## src/rtl/spi_byte_rx_pkg.sv

```systemverilog
// Shared types and constants for the SPI mode-0 byte receiver.
package spi_rx_pkg;

   typedef enum logic {
      IDLE  = 1'b0,
      SHIFT = 1'b1
   } spi_state_e;

   localparam logic SPI_IDLE_SS   = 1'b1;
   localparam logic SPI_IDLE_SCLK = 1'b0;

   function automatic int bit_cnt_width(input int data_w);
      return (data_w > 1) ? $clog2(data_w) : 1;
   endfunction

endpackage

```

## src/rtl/spi_byte_rx_if.sv

```systemverilog
// SPI pin bundle: the master drives ss/sclk/mosi, the slave drives miso.
interface spi_byte_rx_if;

   logic ss;
   logic sclk;
   logic mosi;
   logic miso;

   modport master (output ss, output sclk, output mosi, input miso);
   modport slave  (input ss, input sclk, input mosi, output miso);

endinterface

```

## src/rtl/spi_byte_rx_sync_edge.sv

```systemverilog
// Multi-stage pin synchronizer with rise/fall detection against the previous synced value.
module spi_sync_edge
   import spi_rx_pkg::*;
#(
   parameter int   SYNC_STAGES = 2,
   parameter logic IDLE_VAL    = SPI_IDLE_SCLK
) (
   input  logic clk,
   input  logic rst,
   input  logic din,
   output logic dout,
   output logic rise,
   output logic fall
);

   logic [SYNC_STAGES-1:0] sync_q, sync_d;
   logic                   prev_q, prev_d;

   always_comb begin
      sync_d = {sync_q[SYNC_STAGES-2:0], din};
      prev_d = sync_q[SYNC_STAGES-1];
   end

   // Preset to the pin's idle level so reset never manufactures an edge.
   always_ff @(posedge clk) begin
      if (rst) begin
         sync_q <= {SYNC_STAGES{IDLE_VAL}};
         prev_q <= IDLE_VAL;
      end else begin
         sync_q <= sync_d;
         prev_q <= prev_d;
      end
   end

   assign dout = sync_q[SYNC_STAGES-1];
   assign rise = dout & ~prev_q;
   assign fall = ~dout & prev_q;

endmodule

```

## src/rtl/spi_byte_rx.sv

```systemverilog
// SPI mode-0 slave byte receiver, MSB first, oversampled in the clk domain.
// Define SPI_RX_ECHO_EN to echo the previously received byte on miso.
module spi_byte_rx
   import spi_rx_pkg::*;
#(
   parameter int DATA_W      = 8,
   parameter int SYNC_STAGES = 2,
   parameter int CNT_W       = 8
) (
   input  logic              clk,
   input  logic              rst,
   spi_byte_rx_if.slave      spi,
   output logic [DATA_W-1:0] rx_data,
   output logic              rx_valid,
   output logic              frame_active,
   output logic [CNT_W-1:0]  byte_cnt
);

   localparam int              BIT_W    = bit_cnt_width(DATA_W);
   localparam logic [BIT_W-1:0] LAST_BIT = BIT_W'(DATA_W - 1);

   logic ss_s, ss_rise, ss_fall;
   logic sclk_s, sclk_rise, sclk_fall;
   logic mosi_s;
   logic unused_sclk;

   spi_sync_edge #(.SYNC_STAGES(SYNC_STAGES), .IDLE_VAL(SPI_IDLE_SS)) u_ss_sync (
      .clk(clk), .rst(rst), .din(spi.ss), .dout(ss_s), .rise(ss_rise), .fall(ss_fall)
   );

   spi_sync_edge #(.SYNC_STAGES(SYNC_STAGES), .IDLE_VAL(SPI_IDLE_SCLK)) u_sclk_sync (
      .clk(clk), .rst(rst), .din(spi.sclk), .dout(sclk_s), .rise(sclk_rise), .fall(sclk_fall)
   );

   logic [SYNC_STAGES-1:0] mosi_sync_q, mosi_sync_d;
   logic [SYNC_STAGES-1:0] settle_q, settle_d;
   logic                   armed_q, armed_d;
   logic                   settled;

   // A frame may only start once ss has been seen high with the synchronizer refilled
   // from the real pin, so a reset in mid-frame waits for ss to deassert first.
   always_comb begin
      mosi_sync_d = {mosi_sync_q[SYNC_STAGES-2:0], spi.mosi};
      settle_d    = {settle_q[SYNC_STAGES-2:0], 1'b1};
      armed_d     = armed_q | (settled & ss_s);
   end

   assign mosi_s  = mosi_sync_q[SYNC_STAGES-1];
   assign settled = settle_q[SYNC_STAGES-1];

   spi_state_e state_q, state_d;
   logic       frame_start, shift_en, byte_done;

   always_ff @(posedge clk) begin
      if (rst) state_q <= IDLE;
      else     state_q <= state_d;
   end

   always_comb begin
      state_d = state_q;
      case (state_q)
         IDLE:    if (armed_q && ss_fall) state_d = SHIFT;
         SHIFT:   if (ss_rise)            state_d = IDLE;
         default: state_d = IDLE;
      endcase
   end

   always_comb begin
      frame_active = (state_q == SHIFT);
      frame_start  = (state_q == IDLE) && (state_d == SHIFT);
      shift_en     = frame_active && sclk_rise;
      byte_done    = shift_en && (bit_cnt_q == LAST_BIT);
   end

   logic [DATA_W-1:0] shreg_q, shreg_d, shifted;
   logic [BIT_W-1:0]  bit_cnt_q, bit_cnt_d;
   logic [DATA_W-1:0] rx_data_q, rx_data_d;
   logic              rx_valid_q, rx_valid_d;
   logic [CNT_W-1:0]  byte_cnt_q, byte_cnt_d;

   assign shifted = {shreg_q[DATA_W-2:0], mosi_s};

   always_comb begin
      shreg_d    = shreg_q;
      bit_cnt_d  = bit_cnt_q;
      rx_data_d  = rx_data_q;
      byte_cnt_d = byte_cnt_q;
      rx_valid_d = byte_done;
      if (!frame_active) begin
         shreg_d   = '0;
         bit_cnt_d = '0;
         if (frame_start) byte_cnt_d = '0;
      end else if (shift_en) begin
         shreg_d = shifted;
         if (byte_done) begin
            bit_cnt_d  = '0;
            rx_data_d  = shifted;
            byte_cnt_d = byte_cnt_q + CNT_W'(1);
         end else begin
            bit_cnt_d  = bit_cnt_q + BIT_W'(1);
         end
      end
   end

   always_ff @(posedge clk) begin
      if (rst) begin
         mosi_sync_q <= '0;
         settle_q    <= '0;
         armed_q     <= 1'b0;
         shreg_q     <= '0;
         bit_cnt_q   <= '0;
         rx_data_q   <= '0;
         rx_valid_q  <= 1'b0;
         byte_cnt_q  <= '0;
      end else begin
         mosi_sync_q <= mosi_sync_d;
         settle_q    <= settle_d;
         armed_q     <= armed_d;
         shreg_q     <= shreg_d;
         bit_cnt_q   <= bit_cnt_d;
         rx_data_q   <= rx_data_d;
         rx_valid_q  <= rx_valid_d;
         byte_cnt_q  <= byte_cnt_d;
      end
   end

   assign rx_data  = rx_data_q;
   assign rx_valid = rx_valid_q;
   assign byte_cnt = byte_cnt_q;

`ifdef SPI_RX_ECHO_EN
   logic [DATA_W-1:0] tx_q, tx_d;

   // The fall right after a completed byte keeps the freshly loaded MSB on the pin.
   always_comb begin
      tx_d = tx_q;
      if (frame_start)
         tx_d = rx_data_q;
      else if (byte_done)
         tx_d = shifted;
      else if (frame_active && sclk_fall && (bit_cnt_q != '0))
         tx_d = {tx_q[DATA_W-2:0], 1'b0};
   end

   always_ff @(posedge clk) begin
      if (rst) tx_q <= '0;
      else     tx_q <= tx_d;
   end

   assign spi.miso    = frame_active & tx_q[DATA_W-1];
   assign unused_sclk = sclk_s;
`else
   assign spi.miso    = 1'b0;
   assign unused_sclk = ^{sclk_s, sclk_fall};
`endif

endmodule

```

## src/flat_wrapper.sv

```systemverilog
// flat-port wrapper written by rule: the top's interface ports become plain ports
module spi_byte_rx_flat import spi_rx_pkg::*;
#(
   parameter int DATA_W      = 8,
   parameter int SYNC_STAGES = 2,
   parameter int CNT_W       = 8
)
  (clk, rst, rx_data, rx_valid, frame_active, byte_cnt, spi_ss, spi_sclk, spi_mosi, spi_miso);
  spi_byte_rx_if spi_i ();
  input  logic clk;
  input  logic rst;
  output logic [DATA_W-1:0] rx_data;
  output logic rx_valid;
  output logic frame_active;
  output logic [CNT_W-1:0] byte_cnt;
  input wire logic [$bits(spi_i.ss)-1:0] spi_ss;
  input wire logic [$bits(spi_i.sclk)-1:0] spi_sclk;
  input wire logic [$bits(spi_i.mosi)-1:0] spi_mosi;
  output wire logic [$bits(spi_i.miso)-1:0] spi_miso;
  assign spi_i.ss = spi_ss;
  assign spi_i.sclk = spi_sclk;
  assign spi_i.mosi = spi_mosi;
  assign spi_miso = spi_i.miso;
  spi_byte_rx #(.DATA_W(DATA_W), .SYNC_STAGES(SYNC_STAGES), .CNT_W(CNT_W)) u_core (.clk(clk), .rst(rst), .spi(spi_i), .rx_data(rx_data), .rx_valid(rx_valid), .frame_active(frame_active), .byte_cnt(byte_cnt));
endmodule
```

## config.mk

```make
export PLATFORM = sky130hd
export DESIGN_NAME = spi_byte_rx_flat
export DESIGN_NICKNAME = d
export VERILOG_FILES = /design/src/rtl/spi_byte_rx_pkg.sv /design/src/rtl/spi_byte_rx_if.sv /design/src/rtl/spi_byte_rx_sync_edge.sv /design/src/rtl/spi_byte_rx.sv /design/src/flat_wrapper.sv
export SDC_FILE = /design/constraint.sdc
export NUM_CORES = 1
export LEC_CHECK = 0
export CORE_MARGIN = 1
export CORE_UTILIZATION = 35
export DETAILED_ROUTE_END_ITERATION = 16
export GPL_TIMING_DRIVEN = 0
export PLACE_DENSITY_LB_ADDON = 0.08
export SETUP_SLACK_MARGIN = 0.3
export SLEW_MARGIN = 20
export SYNTH_ARGS = -nofsm -noshare
export SYNTH_HDL_FRONTEND = slang
export SYNTH_SLANG_ARGS = --single-unit
export TNS_END_PERCENT = 30
```

## constraint.sdc

```tcl
create_clock -name clk -period 2 [get_ports clk]
set_input_delay 0.3 -clock clk [delete_from_list [all_inputs] [get_ports clk]]
set_output_delay 0.3 -clock clk [all_outputs]
set_load 0.02 [all_outputs]
```

==> flow_summary.toml <==
[outcome]
outcome = "complete, no violations"

[placement]
dp_hpwl_mm = 1.88
port-buffer-count = 22
place_congestion = 0.697

[floorplanning]
die_y_um = 65.7
io_pins = 24
row_count = 22
initial_core_util_pct = 37.7
core-area_mm2 = 0.00377
die_x_um = 65.7
die-area_mm2 = 0.00432

[critical_path]
r2r-start = "u_core.bit_cnt_q[1]$_SDFFE_PP0P_"
critPathSlowestCell = "clkdlybuf4s50_1"
timing.setup.critical_path_class = "reg2out"
worstPathCellList = "clkdlybuf4s50_1"
critPathLaunchType = "register"
cp_top_family = "buffers and inverters"
rr_worst_depth = 6
crit_buf_inv = 1
rrSetupSlack_ns = 0.41
worst-path-max-fanout = 6
cp.arrival_ns = 1.35
crit_path_end_kind = "output port"
cp.required_ns = 1.70
cpPeakStageDelay_ns = 0.64
r2r_end = "u_core.byte_cnt[7]$_SDFFE_PP0P_"

[power_and_ir_drop]
p_leak_uw = 0.000704
ir_drop_mv = 0.456
total_power_uw = 1330
power_density_mw_per_mm2 = 715

[cells_and_area]
drive_above_1_share_pct = 11.4
mostFrequentLayoutCell = "dfxtp_1"
final_cell_mix = "37 x dfxtp_1, 23 x nand2_1, 21 x clkdlybuf4s50_1"
areaGrowthSynthToFinish_pct = 30.7
antenna_cells = 0
layout.nets = 192
final_util_pct = 49.2

[timing]
fin_skew_ns = 0.00770
maxClockFrequency_mhz = 605
slew_violations = 0
worstMarginPinSlew_ns = 0.529
setup_tns_ns = 0
period_needed_ns = 1.65
hold_viol = 0
period_share_pct = 82.7
slew_headroom_pct = 64.8
rsz0062_at_grt = "yes"
setup_viol_count_final = 0

[route]
ant_nets = 0
first_pass_iters = 4
via_per_inst = 4.89
drc = 0
vias = 1140
drt_wl_total_mm = 2.77
routedWlPerCell_um = 11.9
drt_iter0_drc = 18

[yosys]
synth-seq-cells = 39
synth_nets = 159
synth_cells = 151
yosysSeqAreaShare_pct = 55.0
avgSynthCellArea_um2 = 9.40
ys_types = 27
netlist_area_mm2 = 0.00142
ys_warn_count = 0

[cts]
hold_buffers = 0
cts_root_buf = "clkbuf_8"
cts_made_buffers = 5
clock_latency_ns = 0.29
cts.path.max_buffers = 2
clk_pin_slew_worst_paths_ns = 0.07
htreeDepth = 2
cts.sinks = 39
cts_tree = "yes"

[grt]
first_global_vias = 1066
overflow = 0
grt_max_degree = 12
grt_usage_pct = 14.6
grt_antenna_before_repair = 0
grt_pass1_wl_mm = 4.68

[worst_hold_path]
worstHoldEndpoint = "u_core.u_ss_sync.sync_q[1]$_SDFF_PP1_"
hold_path_class = "reg2reg"
hold_depth = 1
hp-start = "u_core.u_ss_sync.sync_q[0]$_SDFF_PP1_"

[job]
maxCapViolCount = 0
worst max path at each step:
stage                                       to  depth (start not counted)  slack [ns]                              from
4_1_cts                           frame_active                          1        0.31    u_core.frame_active$_SDFF_PP0_
2_1_floorplan  u_core.byte_cnt[3]$_SDFFE_PP0P_                          6        0.52  u_core.bit_cnt_q[0]$_SDFFE_PP0P_
3_5_place_dp    u_core.rx_data[6]$_SDFFE_PP0P_                          7        0.26  u_core.bit_cnt_q[0]$_SDFFE_PP0P_
6_report                           byte_cnt[3]                          1        0.35   u_core.byte_cnt[3]$_SDFFE_PP0P_
5_1_grt        u_core.byte_cnt[7]$_SDFFE_PP0P_                          6        0.27  u_core.bit_cnt_q[1]$_SDFFE_PP0P_
3_3_place_gp   u_core.byte_cnt[1]$_SDFFE_PP0P_                          7        0.30  u_core.bit_cnt_q[0]$_SDFFE_PP0P_
power by group:
| part | total, uW | leakage, uW | switching (uW) | internal (uW) |
|---|---|---|---|---|
| combinational | 34.8 | 0.000344 | 18.3 | 16.5 |
| sequential | 792 | 0.000318 | 4.89 | 787 |
| clock | 501 | 0.0000422 | 257 | 245 |
cell type report:
type / count / area (um2)
Sequential cell: 39 / 783
Timing Repair Buffer: 26 / 250
Tap cell: 48 / 60.1
Buffer: 7 / 42.5
Multi-Input combinational cell: 101 / 624
Inverter: 4 / 15.0
Clock inverter: 1 / 5.00
Clock buffer: 7 / 76.3
Fill cell: 346 / 1910
flip-flops by register name (all words and copies together) (netlist names):
signal and cells:
u_core.armed_q 1, u_core.bit_cnt_q 3, u_core.byte_cnt 8, u_core.frame_active 1, u_core.mosi_sync_q 2, u_core.rx_data 8, u_core.rx_valid 1, u_core.settle_q 2
u_core.shreg_q 7, u_core.u_sclk_sync.prev_q 1, u_core.u_sclk_sync.sync_q 2, u_core.u_ss_sync.prev_q 1, u_core.u_ss_sync.sync_q 2
cells in the mapped netlist:
| cell | count | area, um2 |
|---|---|---|
| a21oi_1 | 19 | 95.1 |
| and4b_1 | 1 | 10.0 |
| buf_2 | 3 | 15.0 |
| buf_4 | 1 | 7.51 |
| clkbuf_1 | 3 | 11.3 |
| conb_1 | 1 | 3.75 |
| dfxtp_1 | 39 | 781 |
| ha_1 | 3 | 37.5 |
| inv_1 | 4 | 15.0 |
| mux2i_1 | 8 | 80.1 |
| nand2_1 | 23 | 86.3 |
| nand2b_1 | 1 | 6.26 |
| nand3_1 | 8 | 40.0 |
| nand3b_1 | 2 | 15.0 |
| nand4b_1 | 1 | 8.76 |
| nand4bb_1 | 1 | 11.3 |
| nor2_1 | 9 | 33.8 |
| nor2b_1 | 6 | 37.5 |
| nor3_1 | 1 | 5.00 |
| nor4_2 | 1 | 12.5 |
| o21ai_0 | 4 | 20.0 |
| o31ai_1 | 2 | 15.0 |
| or2_2 | 2 | 12.5 |
| or3_1 | 3 | 18.8 |
| or3b_1 | 2 | 17.5 |
| or4_1 | 2 | 15.0 |
| xor2_1 | 1 | 8.76 |
repair_timing:
action,4_1_cts,5_1_grt
cloned,1,0
pin swaps,0,5
setup endpoints to repair,11,15
buffers inserted,2,1
gates resized for setup,6,5
kinds of logic (layout without fill, tap and decap cells):
family	after synthesis	after routing	synth area share, %
AND/OR/NAND/NOR	63	63	23.3
flip-flops	39	39	55.0
AO/OA/AOI/OAI	25	25	9.16
buffers and inverters	11	45	3.44
multiplexers	8	8	5.64
adder cells (fa/ha/maj)	3	3	2.64
other	1	1	0.264
XOR/XNOR	1	1	0.617
layer usage:
metal | wire length, um | GRT usage (%)
met5 | 0 | 0
met2 | 1310 | 23.7
met3 | 142 | 5.56
met1 | 1290 | 17.0
met4 | 26 | 5.71
per-stage QoR:
| step | area, um2 | hold slack, ns | setup WS (ns) | std cells |
|---|---|---|---|---|
| 6_report | 1860 | 0.413 | 0.346 | 233 |
| 5_1_grt | 1860 | 0.433 | 0.274 | 233 |
| 4_1_cts | 1820 | 0.417 | 0.307 | 232 |
| 3_5_place_dp | 1700 | 0.401 | 0.256 | 221 |
| 3_3_place_gp | 1700 | 0.394 | 0.297 | 221 |
| 2_1_floorplan | 1420 | 0.372 | 0.516 | 151 |
Note: power is estimated with default switching activity, not from simulation.
